### config.mk
export PLATFORM = sky130hd
export DESIGN_NAME = alu_sequencer_flat
export DESIGN_NICKNAME = d
export VERILOG_FILES = /design/src/rtl/calc_pkg.sv /design/src/rtl/alu_sequencer_if.sv /design/src/rtl/alu_seq_datapath.sv /design/src/rtl/alu_sequencer.sv /design/src/flat_wrapper.sv
export SDC_FILE = /design/constraint.sdc
export NUM_CORES = 1
export LEC_CHECK = 0
export CORE_ASPECT_RATIO = 1.4
export CORE_MARGIN = 2
export CORE_UTILIZATION = 35
export DETAILED_ROUTE_END_ITERATION = 10
export MAX_ROUTING_LAYER = met4
export PLACE_DENSITY = 0.52
export SYNTH_ARGS = -nofsm -noshare
export SYNTH_HDL_FRONTEND = slang
export SYNTH_SLANG_ARGS = --single-unit
export TNS_END_PERCENT = 5
### constraint.sdc
create_clock -name clk -period 4 [get_ports clk]
set_clock_uncertainty 0.05 [all_clocks]
set_input_delay 1.2 -clock clk [delete_from_list [all_inputs] [get_ports clk]]
set_output_delay 1.2 -clock clk [all_outputs]
set_load 0.05 [all_outputs]
### src/rtl/calc_pkg.sv
// Shared constants for the calculator ALU sequencer: opcodes, ALU selector
// codes, FSM state encoding and a helper that maps simple ops to selectors.
package calc_pkg;

    localparam int WIDTH_DEF = 8;

    localparam logic [2:0] OP_AND = 3'd0;
    localparam logic [2:0] OP_OR  = 3'd1;
    localparam logic [2:0] OP_ADD = 3'd2;
    localparam logic [2:0] OP_SUB = 3'd3;
    localparam logic [2:0] OP_MUL = 3'd4;
    localparam logic [2:0] OP_DIV = 3'd5;

    // Selector bit 2 tells the ALU to negate num2.
    localparam logic [2:0] SEL_ZERO = 3'b000;
    localparam logic [2:0] SEL_ADD  = 3'b001;
    localparam logic [2:0] SEL_OR   = 3'b010;
    localparam logic [2:0] SEL_AND  = 3'b011;
    localparam logic [2:0] SEL_SUB  = 3'b101;

    typedef enum logic [2:0] {
        ST_IDLE = 3'd0,
        ST_EXEC = 3'd1,
        ST_MUL  = 3'd2,
        ST_DIV  = 3'd3,
        ST_DONE = 3'd4
    } state_t;

    function automatic logic [2:0] op_to_sel(input logic [2:0] op);
        case (op)
            OP_AND:  return SEL_AND;
            OP_OR:   return SEL_OR;
            OP_ADD:  return SEL_ADD;
            OP_SUB:  return SEL_SUB;
            default: return SEL_ZERO;
        endcase
    endfunction

endpackage

### src/rtl/alu_sequencer_if.sv
// Request/response handshake bundle between entry logic and the ALU sequencer.
interface alu_sequencer_if
    import calc_pkg::*;
#(
    parameter int WIDTH = WIDTH_DEF
) ();

    logic             req_valid;
    logic             req_ready;
    logic [2:0]       req_op;
    logic [WIDTH-1:0] req_a;
    logic [WIDTH-1:0] req_b;
    logic             rsp_valid;
    logic             rsp_ready;
    logic [WIDTH-1:0] rsp_result;
    logic             rsp_ovf;
    logic             rsp_err;

    modport master (
        output req_valid, req_op, req_a, req_b, rsp_ready,
        input  req_ready, rsp_valid, rsp_result, rsp_ovf, rsp_err
    );

    modport slave (
        input  req_valid, req_op, req_a, req_b, rsp_ready,
        output req_ready, rsp_valid, rsp_result, rsp_ovf, rsp_err
    );

endinterface

### src/rtl/alu_seq_datapath.sv
// Iteration registers for shift-add MUL and repeated-subtract DIV, plus the
// latched operands and the MUL overflow sticky.
module alu_seq_datapath
    import calc_pkg::*;
#(
    parameter int WIDTH     = WIDTH_DEF,
    parameter int MUL_STEPS = WIDTH
) (
    input  logic             clk,
    input  logic             reset,
    input  logic             load,
    input  logic [WIDTH-1:0] a_in,
    input  logic [WIDTH-1:0] b_in,
    input  logic             mul_step,
    input  logic             div_step,
    input  logic [WIDTH-1:0] alu_y,
    output logic [WIDTH-1:0] a_q,
    output logic [WIDTH-1:0] b_q,
    output logic [WIDTH-1:0] acc_q,
    output logic [WIDTH-1:0] mcand_q,
    output logic             mplier_lsb,
    output logic [WIDTH-1:0] rem_q,
    output logic [WIDTH-1:0] quo_q,
    output logic [WIDTH-1:0] acc_nxt,
    output logic             ovf_nxt,
    output logic             mul_last,
    output logic             rem_ge_b
);

    localparam int STEP_W = $clog2(MUL_STEPS + 1);

    logic [WIDTH-1:0]  a_d, b_d, acc_d, mcand_d, mplier_d, mplier_q, rem_d, quo_d;
    logic              sticky_d, sticky_q;
    logic [STEP_W-1:0] step_d, step_q;

    always_comb begin
        a_d      = a_q;
        b_d      = b_q;
        acc_d    = acc_q;
        mcand_d  = mcand_q;
        mplier_d = mplier_q;
        rem_d    = rem_q;
        quo_d    = quo_q;
        sticky_d = sticky_q;
        step_d   = step_q;
        if (load) begin
            a_d      = a_in;
            b_d      = b_in;
            acc_d    = '0;
            mcand_d  = a_in;
            mplier_d = b_in;
            rem_d    = a_in;
            quo_d    = '0;
            sticky_d = 1'b0;
            step_d   = '0;
        end else if (mul_step) begin
            if (mplier_q[0]) begin
                acc_d = alu_y;
                if (alu_y < acc_q) sticky_d = 1'b1;
            end
            // A set bit leaving mcand only matters if later mplier bits would add it.
            if (mcand_q[WIDTH-1] && (mplier_q[WIDTH-1:1] != '0)) sticky_d = 1'b1;
            mcand_d  = mcand_q << 1;
            mplier_d = mplier_q >> 1;
            step_d   = step_q + STEP_W'(1);
        end else if (div_step) begin
            rem_d = alu_y;
            quo_d = quo_q + WIDTH'(1);
        end
    end

    always_ff @(posedge clk) begin
        if (reset) begin
            sticky_q <= 1'b0;
            step_q   <= '0;
        end else begin
            sticky_q <= sticky_d;
            step_q   <= step_d;
        end
        a_q      <= a_d;
        b_q      <= b_d;
        acc_q    <= acc_d;
        mcand_q  <= mcand_d;
        mplier_q <= mplier_d;
        rem_q    <= rem_d;
        quo_q    <= quo_d;
    end

    assign mplier_lsb = mplier_q[0];
    assign acc_nxt    = acc_d;
    assign ovf_nxt    = sticky_d;
    assign mul_last   = (step_q == STEP_W'(MUL_STEPS - 1));
    assign rem_ge_b   = (rem_q >= b_q);

endmodule

### src/rtl/alu_sequencer.sv
// Multi-cycle controller for the shared calculator ALU: sequences single ALU
// ops, shift-add MUL and repeated-subtract DIV, and returns result/status.
module alu_sequencer
    import calc_pkg::*;
#(
    parameter int WIDTH     = WIDTH_DEF,
    parameter int MUL_STEPS = WIDTH
) (
    input  logic             clk,
    input  logic             reset,
    alu_sequencer_if.slave   bus,
    output logic [WIDTH-1:0] alu_num1,
    output logic [WIDTH-1:0] alu_num2,
    output logic [2:0]       alu_sel,
    input  logic [WIDTH-1:0] alu_y
);

    state_t           state_q, state_d;
    logic [2:0]       op_q, op_d;
    logic [WIDTH-1:0] result_q, result_d;
    logic             ovf_q, ovf_d, err_q, err_d;

    logic             accept, mul_step, div_step;
    logic [WIDTH-1:0] dp_a, dp_b, dp_acc, dp_mcand, dp_rem, dp_quo, dp_acc_nxt;
    logic             dp_mplier_lsb, dp_ovf_nxt, dp_mul_last, dp_rem_ge_b;

    assign accept   = bus.req_valid && (state_q == ST_IDLE);
    assign mul_step = (state_q == ST_MUL);
    assign div_step = (state_q == ST_DIV) && dp_rem_ge_b;

    alu_seq_datapath #(.WIDTH(WIDTH), .MUL_STEPS(MUL_STEPS)) u_dp (
        .clk(clk), .reset(reset), .load(accept),
        .a_in(bus.req_a), .b_in(bus.req_b),
        .mul_step(mul_step), .div_step(div_step), .alu_y(alu_y),
        .a_q(dp_a), .b_q(dp_b), .acc_q(dp_acc), .mcand_q(dp_mcand),
        .mplier_lsb(dp_mplier_lsb), .rem_q(dp_rem), .quo_q(dp_quo),
        .acc_nxt(dp_acc_nxt), .ovf_nxt(dp_ovf_nxt),
        .mul_last(dp_mul_last), .rem_ge_b(dp_rem_ge_b)
    );

    always_comb begin
        state_d  = state_q;
        op_d     = op_q;
        result_d = result_q;
        ovf_d    = ovf_q;
        err_d    = err_q;
        case (state_q)
            ST_IDLE: begin
                if (bus.req_valid) begin
                    op_d     = bus.req_op;
                    result_d = '0;
                    ovf_d    = 1'b0;
                    err_d    = 1'b0;
                    case (bus.req_op)
                        OP_AND, OP_OR, OP_ADD, OP_SUB: state_d = ST_EXEC;
                        OP_MUL:  state_d = ST_MUL;
                        OP_DIV: begin
                            if (bus.req_b == '0) begin
                                state_d = ST_DONE;
                                err_d   = 1'b1;
                            end else begin
                                state_d = ST_DIV;
                            end
                        end
                        default: begin
                            state_d = ST_DONE;
                            err_d   = 1'b1;
                        end
                    endcase
                end
            end
            ST_EXEC: begin
                result_d = alu_y;
                if (op_q == OP_ADD) ovf_d = (alu_y < dp_a);
                else if (op_q == OP_SUB) ovf_d = (dp_a < dp_b);
                state_d = ST_DONE;
            end
            ST_MUL: begin
                if (dp_mul_last) begin
                    result_d = dp_acc_nxt;
                    ovf_d    = dp_ovf_nxt;
                    state_d  = ST_DONE;
                end
            end
            ST_DIV: begin
                if (!dp_rem_ge_b) begin
                    result_d = dp_quo;
                    state_d  = ST_DONE;
                end
            end
            ST_DONE: begin
                if (bus.rsp_ready) state_d = ST_IDLE;
            end
            default: state_d = ST_IDLE;
        endcase
    end

    // ALU ports decode purely from registered state, never from req_*.
    always_comb begin
        alu_num1 = '0;
        alu_num2 = '0;
        alu_sel  = SEL_ZERO;
        case (state_q)
            ST_EXEC: begin
                alu_num1 = dp_a;
                alu_num2 = dp_b;
                alu_sel  = op_to_sel(op_q);
            end
            ST_MUL: begin
                if (dp_mplier_lsb) begin
                    alu_num1 = dp_acc;
                    alu_num2 = dp_mcand;
                    alu_sel  = SEL_ADD;
                end
            end
            ST_DIV: begin
                if (dp_rem_ge_b) begin
                    alu_num1 = dp_rem;
                    alu_num2 = dp_b;
                    alu_sel  = SEL_SUB;
                end
            end
            default: ;
        endcase
    end

    always_ff @(posedge clk) begin
        if (reset) begin
            state_q  <= ST_IDLE;
            op_q     <= OP_AND;
            result_q <= '0;
            ovf_q    <= 1'b0;
            err_q    <= 1'b0;
        end else begin
            state_q  <= state_d;
            op_q     <= op_d;
            result_q <= result_d;
            ovf_q    <= ovf_d;
            err_q    <= err_d;
        end
    end

    assign bus.req_ready  = (state_q == ST_IDLE);
    assign bus.rsp_valid  = (state_q == ST_DONE);
    assign bus.rsp_result = result_q;
    assign bus.rsp_ovf    = ovf_q;
    assign bus.rsp_err    = err_q;

endmodule

### src/flat_wrapper.sv
// flat-port wrapper written by rule: the top's interface ports become plain ports
module alu_sequencer_flat import calc_pkg::*;
#(
    parameter int WIDTH     = WIDTH_DEF,
    parameter int MUL_STEPS = WIDTH
)
  (clk, reset, alu_num1, alu_num2, alu_sel, alu_y, bus_req_valid, bus_req_op, bus_req_a, bus_req_b, bus_rsp_ready, bus_req_ready, bus_rsp_valid, bus_rsp_result, bus_rsp_ovf, bus_rsp_err);
  alu_sequencer_if #(.WIDTH(WIDTH)) bus_i ();
  input  logic clk;
  input  logic reset;
  output logic [WIDTH-1:0] alu_num1;
  output logic [WIDTH-1:0] alu_num2;
  output logic [2:0] alu_sel;
  input  logic [WIDTH-1:0] alu_y;
  input wire logic [$bits(bus_i.req_valid)-1:0] bus_req_valid;
  input wire logic [$bits(bus_i.req_op)-1:0] bus_req_op;
  input wire logic [$bits(bus_i.req_a)-1:0] bus_req_a;
  input wire logic [$bits(bus_i.req_b)-1:0] bus_req_b;
  input wire logic [$bits(bus_i.rsp_ready)-1:0] bus_rsp_ready;
  output wire logic [$bits(bus_i.req_ready)-1:0] bus_req_ready;
  output wire logic [$bits(bus_i.rsp_valid)-1:0] bus_rsp_valid;
  output wire logic [$bits(bus_i.rsp_result)-1:0] bus_rsp_result;
  output wire logic [$bits(bus_i.rsp_ovf)-1:0] bus_rsp_ovf;
  output wire logic [$bits(bus_i.rsp_err)-1:0] bus_rsp_err;
  assign bus_i.req_valid = bus_req_valid;
  assign bus_i.req_op = bus_req_op;
  assign bus_i.req_a = bus_req_a;
  assign bus_i.req_b = bus_req_b;
  assign bus_i.rsp_ready = bus_rsp_ready;
  assign bus_req_ready = bus_i.req_ready;
  assign bus_rsp_valid = bus_i.rsp_valid;
  assign bus_rsp_result = bus_i.rsp_result;
  assign bus_rsp_ovf = bus_i.rsp_ovf;
  assign bus_rsp_err = bus_i.rsp_err;
  alu_sequencer #(.WIDTH(WIDTH), .MUL_STEPS(MUL_STEPS)) u_core (.clk(clk), .reset(reset), .bus(bus_i), .alu_num1(alu_num1), .alu_num2(alu_num2), .alu_sel(alu_sel), .alu_y(alu_y));
endmodule
### Word level (Yosys, flattened, before mapping)

Index checks and enable logic that the tools add are counted.

* bitwise gates (word level): 1
* mux-type cells: 43
* reduce and logical (&&, ||, !) cells: 21
* order comparisons: 4
* add/sub/neg operators: 2
* equal/unequal tests: 19

Operators with widths (count)
* 8-bit two-way mux: 17
* 8-bit one-hot mux with 3 select lines: 2
* 8-bit one-hot mux with 4 select lines: 1
* 8-bit less-than comparator: 3
* 3-bit by 2-bit == test with 1-bit output (second input constant): 6
* 3-bit two-way mux: 6
* 3-bit one-hot mux with 3 select lines: 2
* 3-bit one-hot mux with 5 select lines: 1
* 3-bit one-hot mux with 4 select lines: 1
* 4-bit AND reduction: 3
* 1-bit two-way mux: 11
* 3-bit by 1-bit == test with 1-bit output (second input constant): 3
* 3-bit == test (second input constant): 3
* 3-bit zero test: 3
* 8-bit by 1-bit adder with 8-bit output (second input constant): 1
* 8-bit greater-or-equal comparator: 1
* 8-bit zero test: 1
* 2-bit inequality test (second input constant): 4
* 7-bit nonzero test: 1
* 2-bit AND reduction: 3
* 5-bit OR reduction: 1
* 4-bit by 1-bit adder with 4-bit output (second input constant): 1
* 4-bit by 3-bit == test with 1-bit output (second input constant): 1
* 2-bit nonzero test: 2
* other kinds (10): 12

* output and inout port bits: 31
* register bits: 77

### Depth between registers and ports, before layout

Gate-level depths: netlist of the first run.

* depth after elaboration: 8
* gate-level depth with buffers: 9

### Modules after synthesis

From an unflattened synthesis of the first run, not the netlist that was laid out.

* cell total of the unflattened synthesis: 436
* area total of the unflattened synthesis: 4275.4 µm²

By module, submodules not included
* alu_seq_datapath: area each 2725.1 µm², seq. area each 1621.6 µm², cells each 241, instances 1
* alu_sequencer: area each 1550.2 µm², seq. area each 320.3 µm², cells each 195, instances 1

### Least setup slack after synthesis of the first run

Ideal clock, no wire load.

* path type: register to output
* from: register u_core.u_dp.rem_q[7]
* to: output alu_num1[3]
* stages on the path, launching flop included: 9
* buffers on the path: 1
* required time: 2.750 ns
* data arrival time: 2.064 ns
* path slack: 0.686 ns
* cell sequence: edfxtp_1 > ha_1 > a211oi_2 > o21ai_1 > a41oi_4 > nor2_2 > buf_2 > a222oi_1 > inv_1

* longest elaborated chain between the ends: 3

Ends and longest elaborated chain
* start: declaration: line alu_seq_datapath.sv:22 `output logic [WIDTH-1:0] rem_q,`
* start signal: assignment: line alu_seq_datapath.sv:85 `rem_q <= rem_d;`
* 8-bit greater-or-equal comparator: line alu_seq_datapath.sv:93 `assign rem_ge_b = (rem_q >= b_q);`
* 8-bit two-way mux: line alu_sequencer.sv:117 `if (dp_rem_ge_b) begin`
* 8-bit one-hot mux with 3 select lines: line alu_sequencer.sv:103 `case (state_q)`
* end: declaration: line flat_wrapper.sv:11 `output logic [WIDTH-1:0] alu_num1;`

Every way passes these cells.

### Worst setup path in the final report of the first run

* from: register u_core.u_dp.b_q[2]
* to: output alu_num1[2]

* longest elaborated chain between the ends: 3

Ends and longest elaborated chain
* start: declaration: line alu_seq_datapath.sv:18 `output logic [WIDTH-1:0] b_q,`
* start signal: assignment: line alu_seq_datapath.sv:81 `b_q <= b_d;`
* 8-bit greater-or-equal comparator: line alu_seq_datapath.sv:93
* 8-bit two-way mux: line alu_sequencer.sv:117
* 8-bit one-hot mux with 3 select lines: line alu_sequencer.sv:103

Every way passes these cells.

==> results.txt, run 1 <==
Seq/Total Area, Yosys = 45.93%
Tightest Pin Transition = 0.9556 ns
Post-layout min period = 3.888 ns
TritonCTS buffer count = 9
Sw frac = 39.19%
Post-Syn Instances = 434
CTS root buf = clkbuf_16
Fillcell total = 1,125
Io pins = 62
CTS sink count = 77
R2R cell count = 5
Pin count of the biggest net entering global routing = 46
Average wire per standard cell = 18.19 um
Area of the core = 11,820 um^2
Clock power frac = 22.6%
GR Overflow Total = 0
CP peak stage delay = 0.40 ns
Synth warn = 0
Initial antenna violation count = 0
First-pass GRT wire length = 18,200 um
TritonRoute pass-1 iters = 8
Antenna diodes = 0
CP cell instances = inv_1 > ha_1 > a21oi_1 > o21ai_1 > a41oi_4 > nor2_2 > buf_6 > buf_4 > a222oi_1 > inv_1 > buf_12
Final nets = 567
Post-synthesis mux area share = 0.9470%
Area share of the largest cell type after synthesis = 28.41%
Synth-to-layout area growth = 30.84%
Netlist cell types = 56
Setup crit end kind = output pin
Vias = 3,512
Setup tns final = 0 ns
Initial core utilization = 35.77%
Slew headroom = 36.09%
Post-Route WL = 11,950 um
Post-Synth Adder-Cell Area = 9.174%
# port buffers = 61
Post-detail-place hpwl = 8978 um
Simple-gate share of the synthesized area = 19.59%
Hold path depth = 1
GP Congestion = 0.8224
Row count = 47
Clock buffer depth = 2
Unrepaired setup endpoints after global routing = no
Outcome = completed
Share of layout cells above drive strength 1 = 15.49%
Register bit count reported by yosys = 77
Die area = 12,990 um^2
TritonCTS clock tree = built
# setup viols final = 0
Die Y = 134.0 um
Crit path depth = 11
Top cells by area, synth = edfxtp_1 28%, dfxtp_1 18%, ha_1 9.2%
Syn_nets = 496
CP Buf/Inv Count = 5
Clock transition at path regs = 0.06 ns
Setup CP Type = reg2out
Class of the worst hold path = reg2reg
Worst path slowest cell = edfxtp_1
Critical Path AT = 2.64 ns
Post-Syn Area = 4228 um^2
EDFF count, synth = 40
Post-Syn Area per Cell = 9.741 um^2
Fin util = 46.80%
Area leader, netlist = edfxtp_1
Max Slew Vio Count = 0
Crit path max-delay family = compound AO/OA/AOI/OAI gates
Pleak = 2.229 nW
Starting DRC count in detailed routing = 266
H-tree Lvls = 3
Synth Area in XOR/XNOR = 1.657%
DIE WIDTH = 96.89 um
Sequential share of power = 35.5%
Largest family of logic cells by synthesized area = simple AND/OR/NAND/NOR gates
Vias per cell = 5.346
Post-synthesis compound-gate area fraction = 16.75%
Gate power share = 41.9%
Clock Latency Late Sink = 0.34 ns
Critical Path RT = 2.75 ns
Post-synth top flop = edfxtp_1
Vias in the first global route = 3,359
Async S/R FF share, synth = 0%
Period utilization = 97.20%
# Max-Cap Violations = 0
Final ANT Viol Nets = 0
Fin. Hold Viols = 0
Cell Int Power = 2.133 mW
VDD IR max = 0.2764 mV
Worst setup SP type = flop
Switch Pwr = 1.374 mW
Pwr per Cell Area = 634.1 nW/um^2
Fmax = 0.2572 GHz
# hold bufs at CTS = 0
Critical path fanouts, max = 8
DRC = 0
All-layer global routing usage = 18.89%
Most used cell, CP = inv_1
==> worst paths after layout <==
check	start	to	slack (ns)
worst max-delay path	u_core.u_dp.b_q[2]	alu_num1[2]	0.11
worst min-delay path	u_core.u_dp.quo_q[7]	u_core.u_dp.quo_q[7]	0.42
worst max register to register	u_core.state_q[2]	u_core.u_dp.rem_q[0]	1.60
worst min register to register	u_core.u_dp.quo_q[7]	u_core.u_dp.quo_q[7]	0.42
==> logic make-up (layout without fill, tap and decap cells) <==
kind of cell             after synthesis  count (layout)
AND/OR/NAND/NOR                      175             175
AO/OA/AOI/OAI                         86              86
flip-flops                            77              77
buffers and inverters                 53             129
adder cells (fa/ha/maj)               31              31
XOR/XNOR                               8               8
multiplexers                           4               4
==> Yosys cell counts (4+ instances only) <==
library cell	n
o21ai_0	8
and3_1	5
dfxtp_1	37
nand4_1	4
a21oi_1	21
a211oi_2	9
nor2_1	24
xnor2_1	6
nand2_1	94
ha_1	31
buf_2	9
a22o_1	8
nand2b_1	4
nor3_1	15
a222oi_1	16
clkbuf_1	5
inv_1	33
mux2i_1	4
edfxtp_1	40
==> power groups by stage <==
stage               Combinational [mW]  Sequential [mW]  Clock [mW]
finish                            1.47             1.25       0.793
global route                      1.58             1.27       0.836
CTS                               1.46             1.24       0.807
detailed placement                1.44             1.26           0
global placement                  1.42             1.25           0
floorplan                        0.855             1.28           0
==> placed cells by master, fill, tap and decap left out, drive strengths merged, types with 16 or more instances in the layout <==
cell type       n
inv            35
buf            35
nand2          96
nor3           17
nor2           28
ha             31
a21oi          21
a222oi         16
dfxtp          37
clkdlybuf4s50  43
edfxtp         40
==> metal layers <==
layer,global-route usage (%),part of all wire [%]
met1,22.13,42
met2,32.79,53
met3,3.075,4.2
met4,6.729,1.6
met5,-,0
==> sequential cells by signal, indices dropped and copies added, names as in the netlist, 4 cells and up <==
signal and cells:
u_core.u_dp.quo_q 8, u_core.bus.rsp_result 8, u_core.u_dp.step_q 4, u_core.u_dp.acc_q 8, u_core.u_dp.a_q 8, u_core.u_dp.rem_q 8, u_core.u_dp.mplier_q 8, u_core.u_dp.mcand_q 8
u_core.u_dp.b_q 8
==> per-stage QoR <==
step                cells  hold WS (ns)  setup WS (ns)  instance area (um^2)  power (mW)
global route          657        0.4529       0.001042                  5532       3.681
floorplan             434        0.3855         0.6860                  4228       2.137
CTS                   654        0.4184        0.04129                  5485       3.506
finish                657        0.4191         0.1119                  5532       3.507
detailed placement    636        0.4108         0.3578                  5187       2.691
global placement      636        0.4003         0.3445                  5187       2.671
==> final cells by class <==
| class | instances | area (um^2) | area share, % |
|---|---|---|---|
| Tap cell | 147 | 183.9 | 3.325 |
| Multi-Input combinational cell | 304 | 2054 | 37.14 |
| Clock buffer | 10 | 229.0 | 4.139 |
| Inverter | 35 | 133.9 | 2.420 |
| Timing Repair Buffer | 78 | 934.6 | 16.90 |
| Clock inverter | 6 | 53.80 | 0.9726 |
| Sequential cell | 77 | 1942 | 35.11 |
==> repair_timing <==
| action | CTS | global route |
|---|---|---|
| pin swaps | 0 | 3 |
| gates resized for setup | 0 | 5 |
| setup endpoints to repair | 3 | 6 |
| setup buffers | 2 | 3 |
No activity file was read; power rests on OpenSTA's default activity.
==> inputs of run 2 (changes only) <==
CAP_MARGIN = 5   (was not set)
PLACE_DENSITY = not set   (was 0.52)
==> run 2 against run 1 <==
  * Final area rose by 0.36%
  * Largest cell class unchanged
  * First-iteration DRC count fell by 10%
  * Register-to-register slack got worse by 0.06 ns
  * Critical endpoint is now alu_num1[3]
  * Final cell count fell by 0.46%
  * Largest power group unchanged
==> results.txt, run 2 (synthesis results as in run 1) <==
Post-layout min period = 3.842 ns (-0.04563 ns)
# port buffers = 61 (unchanged)
CP Buf/Inv Count = 4 (-1)
Worst path slowest cell = edfxtp_1
Crit path max-delay family = compound AO/OA/AOI/OAI gates
Critical Path RT = 2.75 ns (about the same)
Fin. Hold Viols = 0 (unchanged)
Final ANT Viol Nets = 0 (unchanged)
TritonRoute pass-1 iters = 7 (-1)
Most used cell, CP = inv_1
Die Y = 134.0 um (unchanged)
Die area = 12,990 um^2 (unchanged)
Max Slew Vio Count = 0 (unchanged)
# setup viols final = 0 (unchanged)
Final nets = 565 (-0.35%)
Row count = 47 (unchanged)
Final Non-Filler Cells = 654 (-0.46%)
Unrepaired setup endpoints after global routing = no
GP Congestion = 0.8760 (+6.5%)
Vias in the first global route = 3,503 (+4.3%)
Most frequent cells in the layout = 94 x nand2_1, 43 x clkdlybuf4s50_1, 40 x edfxtp_1
TritonCTS buffer count = 9 (unchanged)
GR Overflow Total = 0 (unchanged)
Commonest non-fill, non-tap cell in the layout = nand2_1
Period utilization = 96.06% (-1.1 points)
R2R cell count = 7 (+2)
Setup tns final = 0 ns (unchanged)
Tightest Pin Transition = 0.9201 ns (-0.03559 ns)
Crit path depth = 10 (-1)
Area of the core = 11,820 um^2 (unchanged)
H-tree Lvls = 3 (unchanged)
Pwr per Cell Area = 651.5 nW/um^2 (+2.7%)
Placed cells = 636 (unchanged)
Class of the worst hold path = reg2reg
Setup CP Type = reg2out
Critical path fanouts, max = 11 (+3)
Post-route standard cell area excluding fillers = 5552 um^2 (+0.36%)
All-layer global routing usage = 18.60% (-0.29 points)
DRC = 0 (unchanged)
Post-detail-place hpwl = 8836 um (-1.6%)
Post-Route WL = 11,610 um (-2.9%)
Synth-to-layout area growth = 31.31%
VDD IR max = 0.3320 mV (+20%)
Starting DRC count in detailed routing = 239 (-10%)
First-pass GRT wire length = 18,220 um (+0.12%)
Vias per cell = 5.369 (+0.43%)
Placed Area = 5187 um^2 (unchanged)
Vias = 3,511 (-0.028%)
Initial core utilization = 35.77% (unchanged)
# Max-Cap Violations = 0 (unchanged)
DIE WIDTH = 96.89 um (unchanged)
Fin util = 46.97% (+0.17 points)
CP peak stage delay = 0.38 ns (-0.02 ns)
Fillcell total = 1,079 (-4.1%)
Outcome = completed
Place WS = 0.4013 ns (+0.04351 ns)
Critical Path AT = 2.59 ns (-0.05 ns)
Setup crit end kind = output pin
Clock buffer depth = 2 (unchanged)
Hold path depth = 1 (unchanged)
Clock transition at path regs = 0.06 ns (about the same)
Worst setup SP type = flop
Clock Latency Late Sink = 0.34 ns (about the same)
Average wire per standard cell = 17.74 um (-2.4%)
Final worst slack = 0.1576 ns (+0.04563 ns)
CTS root buf = clkbuf_16
Pleak = 2.238 nW (+0.39%)
CP cell instances = inv_1 > ha_1 > a21oi_1 > o21ai_2 > a41oi_4 > nor2_2 > buf_4 > a222oi_1 > inv_1 > buf_12
Antenna diodes = 0 (unchanged)
Pin count of the biggest net entering global routing = 38 (-17%)
Share of layout cells above drive strength 1 = 15.19% (-0.30 points)
Fmax = 0.2603 GHz (+1.2%)
TritonCTS clock tree = built
Io pins = 62 (unchanged)
Initial antenna violation count = 0 (unchanged)
Slew headroom = 38.47% (+2.4 points)
CTS sink count = 77 (unchanged)
-- run 2: layer usage --
| layer | track usage (%) | part of all wire [%] | up-vias |
|---|---|---|---|
| met5 | - | 0 | - |
| li1 | - | - | 1704 |
| met3 | 3.335 | 5.2 | 17 |
| met2 | 31.21 | 51 | 119 |
| met1 | 21.37 | 41 | 1671 |
| met4 | 9.390 | 3.0 | 0 |
-- run 2: final timing paths --
| check | startpoint | to | slack (ns) |
|---|---|---|---|
| worst min register to register | u_core.u_dp.quo_q[7] | u_core.u_dp.quo_q[7] | 0.43 |
| worst max register to register | u_core.state_q[2] | u_core.u_dp.mcand_q[1] | 1.54 |
| worst min-delay path | u_core.u_dp.quo_q[7] | u_core.u_dp.quo_q[7] | 0.43 |
| worst max-delay path | u_core.u_dp.b_q[4] | alu_num1[3] | 0.16 |
-- run 2: what timing repair did --
| item | in CTS | in global routing |
|---|---|---|
| setup buffers | 0 | 3 |
| endpoints found under the hold margin | 0 | 0 |
| setup endpoints to repair | 0 | 6 |
| hold buffers | 0 | 0 |
| resized for setup | 0 | 1 |
-- run 2: area by class of cell --
| type | count | area (um^2) | share of cell area [%] |
|---|---|---|---|
| tap | 147 | 183.9 | 3.313 |
| sequential | 77 | 1942 | 34.98 |
| clock inverter | 6 | 112.6 | 2.028 |
| inverter | 35 | 133.9 | 2.412 |
| multi-input combinational | 304 | 2038 | 36.71 |
| timing repair buffer | 76 | 915.9 | 16.50 |
| clock buffer | 9 | 225.2 | 4.057 |
-- run 2: report_power, final --
group	internal (mW)	total [mW]	switching (mW)
logic	0.560	1.44	0.885
clock network	0.606	0.933	0.327
registers	1.09	1.24	0.152
-- run 2: stage by stage --
stage	hold slack [ns]	total power, mW
detailed placement	0.4074	2.678
finish	0.4257	3.617
floorplan	0.3855	2.137
CTS	0.4184	3.615
global placement	0.3990	2.653
global route	0.4596	3.801
==> inputs of run 3 (changes only) <==
MAX_ROUTING_LAYER = not set   (was met4)
==> run 3 against run 2 <==
  * Combinational power is essentially flat
  * Global-route usage decreased by 0.47 points
  * Utilization stayed put
  * Worst setup slack better by 0.0034 ns
  * Maximum frequency hardly changed
  * Sequential power about the same
==> results.txt, run 3 (synthesis results as in run 1) <==
Fillcell total = 1,079 (unchanged)
Post-layout min period = 3.839 ns (-0.003446 ns)
Die Y = 134.0 um (unchanged)
DRC = 0 (unchanged)
Setup crit end kind = output pin
Grt met1 use = 21.41% (+0.033 points)
Unrepaired setup endpoints after global routing = no
Initial core utilization = 35.77% (unchanged)
Final Non-Filler Cells = 654 (unchanged)
Io pins = 62 (unchanged)
# hold bufs at CTS = 0 (unchanged)
Tightest Pin Transition = 0.9163 ns (-0.003751 ns)
Post-detail-place hpwl = 8836 um (unchanged)
All-layer global routing usage = 18.14% (-0.47 points)
Setup tns final = 0 ns (unchanged)
H-tree Lvls = 3 (unchanged)
Worst Hold Launch = u_core.u_dp.quo_q[7]
Share of layout cells above drive strength 1 = 15.19% (unchanged)
# port buffers = 61 (unchanged)
TritonCTS clock tree = built
First-pass GRT wire length = 18,260 um (+0.26%)
Starting DRC count in detailed routing = 198 (-17%)
Initial antenna violation count = 0 (unchanged)
Clock transition at path regs = 0.06 ns (about the same)
Clock buffer depth = 2 (unchanged)
Pleak = 2.238 nW (unchanged)
Worst setup SP type = flop
TritonCTS buffer count = 9 (unchanged)
Vias in the first global route = 3,512 (+0.26%)
Area of the core = 11,820 um^2 (unchanged)
Final ANT Viol Nets = 0 (unchanged)
Final nets = 565 (unchanged)
Gate power share = 40.0% (about the same)
Fmax = 0.2605 GHz (about the same)
Max Slew Vio Count = 0 (unchanged)
Most frequent cells in the layout = 94 x nand2_1, 43 x clkdlybuf4s50_1, 40 x edfxtp_1
Sw frac = 37.68% (-0.038 points)
GR Overflow Total = 0 (unchanged)
Critical Path RT = 2.75 ns (about the same)
TritonRoute pass-1 iters = 5 (-2)
Critical path fanouts, max = 11 (unchanged)
# setup viols final = 0 (unchanged)
Pin count of the biggest net entering global routing = 38 (unchanged)
Vias per cell = 5.391 (+0.43%)
Crit path from = u_core.u_dp.b_q[4]
Antenna diodes = 0 (unchanged)
Clock power frac = 25.8% (about the same)
Die area = 12,990 um^2 (unchanged)
Synth-to-layout area growth = 31.31% (unchanged)
Placed cells = 636 (unchanged)
Setup CP Type = reg2out
Slew headroom = 38.72% (+0.25 points)
RR Startpoint = u_core.state_q[2]
Sequential share of power = 34.3% (about the same)
Switch Pwr = 1.362 mW (-0.16%)
CTS sink count = 77 (unchanged)
Met2 Resource Use GR = 31.10% (-0.12 points)
Period utilization = 95.97% (about the same)
GRT busiest layer = met2
Pwr per Cell Area = 651.1 nW/um^2 (about the same)
CTS root buf = clkbuf_16
Fin. Hold Viols = 0 (unchanged)
Post-Route WL = 11,600 um (about the same)
Cell Int Power = 2.253 mW (about the same)
Clock Latency Late Sink = 0.34 ns (about the same)
Class of the worst hold path = reg2reg
Outcome = completed
VDD IR max = 0.3324 mV (+0.13%)
Critical Path AT = 2.59 ns (about the same)
Average wire per standard cell = 17.74 um (about the same)
GP Congestion = 0.8621 (-1.6%)
DIE WIDTH = 96.89 um (unchanged)
Vias = 3,526 (+0.43%)
# Max-Cap Violations = 0 (unchanged)
Seq. cell area = 1942 um^2 (unchanged)
Area of the multi-input gates = 2038 um^2 (unchanged)
GRT met3 Usage = 3.752% (+0.42 points)
Row count = 47 (unchanged)
Commonest non-fill, non-tap cell in the layout = nand2_1
run 3: cell counts in the layout (fill, tap and decap cells not counted):
No cell type changed its count.
run 3: final timing paths:
kind	end	slack, ns	cells past startpoint
max	alu_num1[3]	0.16	10
min	u_core.u_dp.quo_q[7]	0.43	1
max reg2reg	u_core.u_dp.mcand_q[1]	1.53	7
min reg2reg	u_core.u_dp.quo_q[7]	0.43	1
run 3: timing repair:
action                                 CTS  global route
setup endpoints to repair                0             6
resized for setup                        0             1
endpoints found under the hold margin    0             0
setup buffers                            0             3
run 3: final cells by class:
cell class                      count  share of cell area (%)
Multi-Input combinational cell    304                   36.71
Sequential cell                    77                   34.98
Timing Repair Buffer               76                   16.50
Clock buffer                        9                   4.057
Tap cell                          147                   3.313
Inverter                           35                   2.412
Clock inverter                      6                   2.028
run 3: stage by stage:
stage               setup WS (ns)  utilization [%]  power [mW]  area [um^2]  hold slack, ns
global placement           0.4710            43.89       2.653         5187          0.3990
CTS                       0.02327            46.75       3.615         5525          0.4184
global route              0.02030            46.97       3.804         5552          0.4596
finish                     0.1610            46.97       3.615         5552          0.4265
detailed placement         0.4013            43.89       2.678         5187          0.4074
floorplan                  0.6860                -       2.137         4228          0.3855
run 3: worst max-delay path, cell delays in order (launching register included):
cell and delay (ns):
edfxtp_1 0.38, inv_1 0.11, ha_1 0.28, a21oi_1 0.20, o21ai_2 0.09, a41oi_4 0.23, nor2_2 0.09, buf_4 0.20
a222oi_1 0.36, inv_1 0.13, buf_12 0.17
run 3: power by group through the flow:
stage	clock network [mW]	logic (mW)	registers [mW]
2_1_floorplan	0	0.855	1.28
3_3_place_gp	0	1.40	1.25
3_5_place_dp	0	1.42	1.26
4_1_cts	0.947	1.43	1.24
5_1_grt	0.980	1.56	1.26
6_report	0.931	1.44	1.24
run 3: routing by layer:
metal,wire [um],vias up
li1,-,1703
met3,563,18
met4,364,0
met2,5948,107
met1,4728,1698
met5,0,-
